--- config.mk ---
export PLATFORM = sky130hd
export DESIGN_NAME = arm_mul_unit
export DESIGN_NICKNAME = d
export VERILOG_FILES = /design/src/rtl/arm_mul_unit.sv
export SDC_FILE = /design/constraint.sdc
export NUM_CORES = 1
export LEC_CHECK = 0
export BUFFER_PORTS_ARGS = -buffer_cell sky130_fd_sc_hd__buf_4
export CORE_UTILIZATION = 35
export CTS_CLUSTER_DIAMETER = 100
export DETAILED_ROUTE_END_ITERATION = 10
export HOLD_SLACK_MARGIN = 0.03
export MAX_ROUTING_LAYER = met4
export SKIP_CTS_REPAIR_TIMING = 1
export SLEW_MARGIN = 10
export SYNTH_ARGS = -nofsm -noshare
export SYNTH_HDL_FRONTEND = slang
export SYNTH_SLANG_ARGS = --single-unit
export TNS_END_PERCENT = 50
--- constraint.sdc ---
create_clock -name clk -period 9.08 [get_ports clk]
set_input_delay 2.27 -clock clk [delete_from_list [all_inputs] [get_ports clk]]
set_output_delay 2.27 -clock clk [all_outputs]
set_load 0.01 [all_outputs]
--- src/rtl/arm_mul_unit.sv ---
// Iterative shift-add multiplier for MUL, MLA, UMULL and SMULL.
// Retires BITS_PER_CYCLE multiplier bits per CALC cycle, then presents the
// result and N/Z flags with a one-cycle done pulse in FINAL.
// Optional build macro: MUL_EARLY_TERM_EN leaves CALC as soon as no set
// multiplier bits remain.
// WIDTH must be at least 8; BITS_PER_CYCLE must be 1, 2 or 4 and divide WIDTH.
module arm_mul_unit #(
  parameter int unsigned WIDTH          = 32,
  parameter int unsigned BITS_PER_CYCLE = 1
) (
  input  logic             clk,
  input  logic             reset,
  input  logic             start,
  input  logic             flush,
  input  logic [1:0]       op,
  input  logic [WIDTH-1:0] a,
  input  logic [WIDTH-1:0] b,
  input  logic [WIDTH-1:0] acc,
  output logic             busy,
  output logic             done,
  output logic [WIDTH-1:0] result_lo,
  output logic [WIDTH-1:0] result_hi,
  output logic             flag_n,
  output logic             flag_z
);

  localparam int unsigned N    = WIDTH / BITS_PER_CYCLE;
  localparam int unsigned CntW = $clog2(N + 1);
  localparam int unsigned W2   = 2 * WIDTH;

  localparam logic [1:0] OpMul   = 2'b00;
  localparam logic [1:0] OpMla   = 2'b01;
  localparam logic [1:0] OpSmull = 2'b11;

  typedef enum logic [1:0] {StIdle, StCalc, StFinal} state_e;

  state_e          state_q, state_d;
  logic [1:0]      op_q;
  logic [WIDTH-1:0] acc_q, mplier_q, mplier_nxt;
  logic            sign_q;
  logic [CntW-1:0] cnt_q;
  logic [W2-1:0]   mcand_q, mcand_nxt, partial_q, partial_nxt, addend, product;
  logic [WIDTH-1:0] lo_q, hi_q, res_lo, res_hi;
  logic            n_q, z_q, res_n, res_z;
  logic            accept, last_calc;
  logic [WIDTH-1:0] a_mag, b_mag;

  // SMULL works on magnitudes; the most negative value negates to itself,
  // which is already its correct unsigned magnitude.
  assign a_mag  = (op == OpSmull && a[WIDTH-1]) ? (~a + WIDTH'(1)) : a;
  assign b_mag  = (op == OpSmull && b[WIDTH-1]) ? (~b + WIDTH'(1)) : b;
  assign accept = (state_q == StIdle) && start && !flush;

  // One partial-product step: add the multiplicand for each set low multiplier bit.
  always_comb begin
    addend = '0;
    for (int unsigned j = 0; j < BITS_PER_CYCLE; j++) begin
      if (mplier_q[j]) addend = addend + (mcand_q << j);
    end
    partial_nxt = partial_q + addend;
    mcand_nxt   = mcand_q << BITS_PER_CYCLE;
    mplier_nxt  = mplier_q >> BITS_PER_CYCLE;
  end

  // Next-state logic; flush wins over everything else.
  always_comb begin
    state_d   = state_q;
    last_calc = 1'b0;
    unique case (state_q)
      StIdle: if (accept) state_d = StCalc;
      StCalc: begin
        if (flush) begin
          state_d = StIdle;
        end else if ((cnt_q == CntW'(1))
`ifdef MUL_EARLY_TERM_EN
                     || (mplier_nxt == '0)
`endif
                    ) begin
          state_d   = StFinal;
          last_calc = 1'b1;
        end
      end
      StFinal: state_d = StIdle;
      default: state_d = StIdle;
    endcase
  end

  // Final result formation from the partial product that is about to complete.
  always_comb begin
    product = sign_q ? (~partial_nxt + W2'(1)) : partial_nxt;
    res_hi  = '0;
    res_lo  = product[WIDTH-1:0];
    res_n   = 1'b0;
    res_z   = 1'b0;
    if (op_q == OpMul || op_q == OpMla) begin
      if (op_q == OpMla) res_lo = product[WIDTH-1:0] + acc_q;
      res_n = res_lo[WIDTH-1];
      res_z = (res_lo == '0);
    end else begin
      res_hi = product[W2-1:WIDTH];
      res_n  = product[W2-1];
      res_z  = (product == '0);
    end
  end

  // State register.
  always_ff @(posedge clk or negedge reset) begin
    if (!reset) state_q <= StIdle;
    else        state_q <= state_d;
  end

  // Operand latching, iteration datapath and held results.
  always_ff @(posedge clk or negedge reset) begin
    if (!reset) begin
      op_q      <= OpMul;
      acc_q     <= '0;
      sign_q    <= 1'b0;
      cnt_q     <= '0;
      mcand_q   <= '0;
      mplier_q  <= '0;
      partial_q <= '0;
      lo_q      <= '0;
      hi_q      <= '0;
      n_q       <= 1'b0;
      z_q       <= 1'b0;
    end else begin
      if (accept) begin
        op_q      <= op;
        acc_q     <= acc;
        sign_q    <= (op == OpSmull) && (a[WIDTH-1] ^ b[WIDTH-1]);
        cnt_q     <= CntW'(N);
        mcand_q   <= {{WIDTH{1'b0}}, a_mag};
        mplier_q  <= b_mag;
        partial_q <= '0;
      end else if (state_q == StCalc && !flush) begin
        partial_q <= partial_nxt;
        mcand_q   <= mcand_nxt;
        mplier_q  <= mplier_nxt;
        cnt_q     <= cnt_q - CntW'(1);
      end
      if (last_calc) begin
        lo_q <= res_lo;
        hi_q <= res_hi;
        n_q  <= res_n;
        z_q  <= res_z;
      end
    end
  end

  assign busy      = (state_q != StIdle);
  assign done      = (state_q == StFinal);
  assign result_lo = lo_q;
  assign result_hi = hi_q;
  assign flag_n    = n_q;
  assign flag_z    = z_q;

endmodule

==> load_flow_metrics.sql <==
INSERT INTO impl_metrics (metric_group, metric, value, unit) VALUES
('timing', 'grt_setup_unrepaired', 'no', ''),
('setup_path', 'rr_endpoint', 'flag_z', ''),
('logic_synthesis', 'synth_warnings', '0', ''),
('final_layout', 'filler_cell_count', '6091', ''),
('logic_synthesis', 'post_synth_num_cell_types', '99', ''),
('final_layout', 'areaGrowthSynthToFinish', '14.1', '%'),
('clock_tree', 'clk_pin_slew', '0.06', 'ns'),
('floorplan', 'initial_core_util', '35.4', '%'),
('placed_design', 'place_worst_setup_slack', '1.37', 'ns'),
('timing', 'hold_viol', '0', ''),
('routing', 'drt_iter0_drc', '1692', ''),
('setup_path', 'worst-r2r-cell-count', '26', ''),
('final_layout', 'n_antenna_cell', '0', ''),
('timing', 'final_period_util', '84.9', '%'),
('routing', 'routed-wl-met2', '29300', 'microns'),
('logic_synthesis', 'synth_enable_flop_cells', '0', ''),
('timing', 'finalCriticalPeriod', '7.71', 'ns'),
('timing', 'drv_slew', '0', ''),
('pwr', 'power.ir.vdd_worst', '0.155', 'mV'),
('global_routing', 'grt_antenna_before_repair', '1', ''),
('final_layout', 'most_frequent_cells_in_the_layout', '432 x sky130_fd_sc_hd__nand2_1, 268 x sky130_fd_sc_hd__dfrtp_1, 204 x sky130_fd_sc_hd__o21ai_0', ''),
('clock_tree', 'h_tree_depth_reported_by_cts', '2', ''),
('logic_synthesis', 'netlist_area', '0.0209', 'sq mm'),
('logic_synthesis', 'synth_compound_area_share', '26.5', '%'),
('logic_synthesis', 'synthMuxAreaShare', '0.557', '%'),
('routing', 'wl_met3', '4270', 'microns'),
('flow_run', 'cap_viol_max_count', '0', ''),
('global_routing', 'vias_in_the_first_global_route', '18954', ''),
('timing', 'slew_at_the_pin_with_the_worst_max_slew_slack', '1.01', 'ns'),
('min_path', 'min-delay-start', 'result_hi[29]', ''),
('logic_synthesis', 'synth_top_family_by_area', 'compound AO/OA/AOI/OAI gates', ''),
('clock_tree', 'cts_tree', 'yes', ''),
('routing', 'post-route-drc-count', '0', ''),
('clock_tree', 'cts-root-to-sink-buffers', '3', ''),
('logic_synthesis', 'post_synth_inst_count', '2576', ''),
('final_layout', 'drive_gt1_share', '11.3', '%'),
('floorplan', 'placeableCoreArea', '0.0590', 'sq mm'),
('outcome', 'outcome', 'complete, no violations', ''),
('logic_synthesis', 'syn_nets', '2784', ''),
('setup_path', 'setup.worst_path.start_class', 'register', ''),
('min_path', 'min-delay-path-class', 'register to register', ''),
('routing', 'route.detailed.vias_per_inst', '5.77', ''),
('timing', 'fin_ws', '1.37', 'ns'),
('final_layout', 'most_common_library_cell_in_the_layout_ignoring_fill_and_taps', 'sky130_fd_sc_hd__nand2_1', ''),
('setup_path', 'path_max_fanout', '30', ''),
('global_routing', 'grt_pass1_wl', '109000', 'microns'),
('placed_design', 'place.detailed.hpwl', '52200', 'microns'),
('floorplan', 'pin_count', '170', ''),
('floorplan', 'dieWidth', '246', 'microns'),
('routing', 'routed_wl', '68500', 'microns'),
('setup_path', 'crit_arrival', '8.15', 'ns'),
('final_layout', 'nNetsFinal', '2862', ''),
('setup_path', 'reg_to_reg_setup_timing_slack', '1.37', 'ns'),
('setup_path', 'worst-endpoint-required', '9.52', 'ns'),
('logic_synthesis', 'postSynthAreaPerCell', '8.11', 'sq um'),
('timing', 'setup_viol', '0', ''),
('logic_synthesis', 'adder_cell_share_of_the_synthesized_area', '6.42', '%'),
('setup_path', 'crit_type', 'register to register', ''),
('routing', 'routedWlPerCell', '19.9', 'microns'),
('timing', 'finClkSkew', '0.0234', 'ns'),
('routing', 'route.layer.met1.wl', '33600', 'microns'),
('min_path', 'timing.hold.worst_endpoint', 'result_hi[29]', ''),
('clock_tree', 'cts.sinks', '269', ''),
('logic_synthesis', 'synth-main-ff-cell', 'sky130_fd_sc_hd__dfrtp_1', ''),
('logic_synthesis', 'yosys_register_bits', '269', ''),
('logic_synthesis', 'synth_async_sr_flop_share', '100', '%'),
('routing', 'dr_total_vias', '19899', ''),
('timing', 'max_slew_margin', '32.8', '%'),
('placed_design', 'port-buffer-count', '169', ''),
('logic_synthesis', 'synth-seq-area-share', '32.2', '%'),
('setup_path', 'r2r-start', 'mplier_q[0]', '');
-- per-stage QoR --
step	area [sq um]	power (mW)	hold slack (ns)	utilization, %	instances
floorplan	20900	4.27	0.452	-	2576
global placement	22700	5.25	0.464	38.5	3391
detailed placement	22700	5.29	0.475	38.5	3391
CTS	23800	6.69	0.489	40.4	3450
global route	23800	7.18	0.500	40.4	3450
finish	23800	6.69	0.481	40.4	3450
-- synth_stat cells, drive strengths merged, types with 25 or more instances --
cell | count | share of area, %
o21ai | 215 | 5.1
a22o | 58 | 2.4
o31ai | 35 | 1.3
inv | 51 | 0.92
nor3 | 50 | 1.3
xnor2 | 112 | 4.7
a21oi | 162 | 3.9
nand3 | 41 | 0.98
nand2 | 433 | 7.8
a22oi | 36 | 1.3
a21o | 46 | 1.7
clkbuf | 131 | 2.4
xor2 | 68 | 2.9
dfrtp | 269 | 32
nor2 | 154 | 2.8
nand4 | 30 | 0.90
ha | 104 | 6.2
and2 | 88 | 2.6
o41ai | 25 | 1.1
o21a | 27 | 1.0
nor4 | 31 | 0.96
or3 | 31 | 0.95
a31oi | 50 | 1.5
-- where the power goes --
group | internal (mW) | switching (mW) | leakage, nW
Clock | 0.818 | 0.541 | 0.540
Combinational | 1.41 | 2.20 | 6.49
Sequential | 1.48 | 0.241 | 3.54
Total | 3.70 | 2.98 | 10.6
-- worst max path at each step --
stage                 from     end  slack (ns)  depth (start not counted)
6_report       mplier_q[0]  flag_z        1.37                         26
5_1_grt        mplier_q[0]  flag_z        0.70                         26
4_1_cts        mplier_q[0]  flag_z        1.36                         26
3_5_place_dp   mplier_q[0]  flag_z        1.37                         26
3_3_place_gp   mplier_q[0]  flag_z        1.50                         26
2_1_floorplan  mplier_q[0]  flag_z        2.52                         29
-- metal layers --
metal / GRT usage [%] / up-vias
met1: 33.3 / 9643
li1: - / 9556
met2: 34.0 / 619
met5: - / -
met4: 5.03 / 0
met3: 3.44 / 81
-- sequential cells by signal, summed over array words and instances (netlist names), 2 cells and up --
name	count
result_lo	32
state_q	2
mcand_q	64
op_q	2
cnt_q	6
acc_q	32
mplier_q	32
partial_q	64
result_hi	32
-- critical path, stage by stage (launching register included) --
cell and delay, ns:
sky130_fd_sc_hd__dfrtp_1 0.77, sky130_fd_sc_hd__nand2_1 0.22, sky130_fd_sc_hd__inv_1 0.10, sky130_fd_sc_hd__ha_1 0.24, sky130_fd_sc_hd__a211oi_2 0.50, sky130_fd_sc_hd__nor2_1 0.19
sky130_fd_sc_hd__a311o_1 0.45, sky130_fd_sc_hd__a221o_1 0.41, sky130_fd_sc_hd__a2111oi_2 0.64, sky130_fd_sc_hd__o21ai_0 0.27, sky130_fd_sc_hd__nand2_1 0.12, sky130_fd_sc_hd__ha_1 0.30
sky130_fd_sc_hd__a21o_1 0.20, sky130_fd_sc_hd__a21o_1 0.18, sky130_fd_sc_hd__a21oi_1 0.18, sky130_fd_sc_hd__o22ai_1 0.13, sky130_fd_sc_hd__o41ai_1 0.41, sky130_fd_sc_hd__a21oi_1 0.18
sky130_fd_sc_hd__and2_1 0.20, sky130_fd_sc_hd__o21ai_0 0.21, sky130_fd_sc_hd__nand2b_1 0.10, sky130_fd_sc_hd__xnor2_1 0.13, sky130_fd_sc_hd__o21ai_0 0.14, sky130_fd_sc_hd__nor4b_1 0.37
sky130_fd_sc_hd__nand4_1 0.15, sky130_fd_sc_hd__or4b_2 0.62, sky130_fd_sc_hd__o31ai_1 0.21
-- logic make-up after synthesis --
group,Yosys count
simple gates,993
compound gates,820
flops,269
buf+inv,197
xor+xnor,180
fa+ha+maj,106
mux,11
-- final cells by class --
| cell class | instances | area (sq um) | area share (%) |
|---|---|---|---|
| Sequential cell | 269 | 6730 | 28.2 |
| Inverter | 51 | 191 | 0.803 |
| Tap cell | 773 | 967 | 4.06 |
| Multi-Input combinational cell | 2110 | 13400 | 56.3 |
| Timing Repair Buffer | 188 | 1430 | 6.00 |
| Clock buffer | 45 | 943 | 3.96 |
| Clock inverter | 14 | 161 | 0.677 |
(Power assumes the default switching activity.)
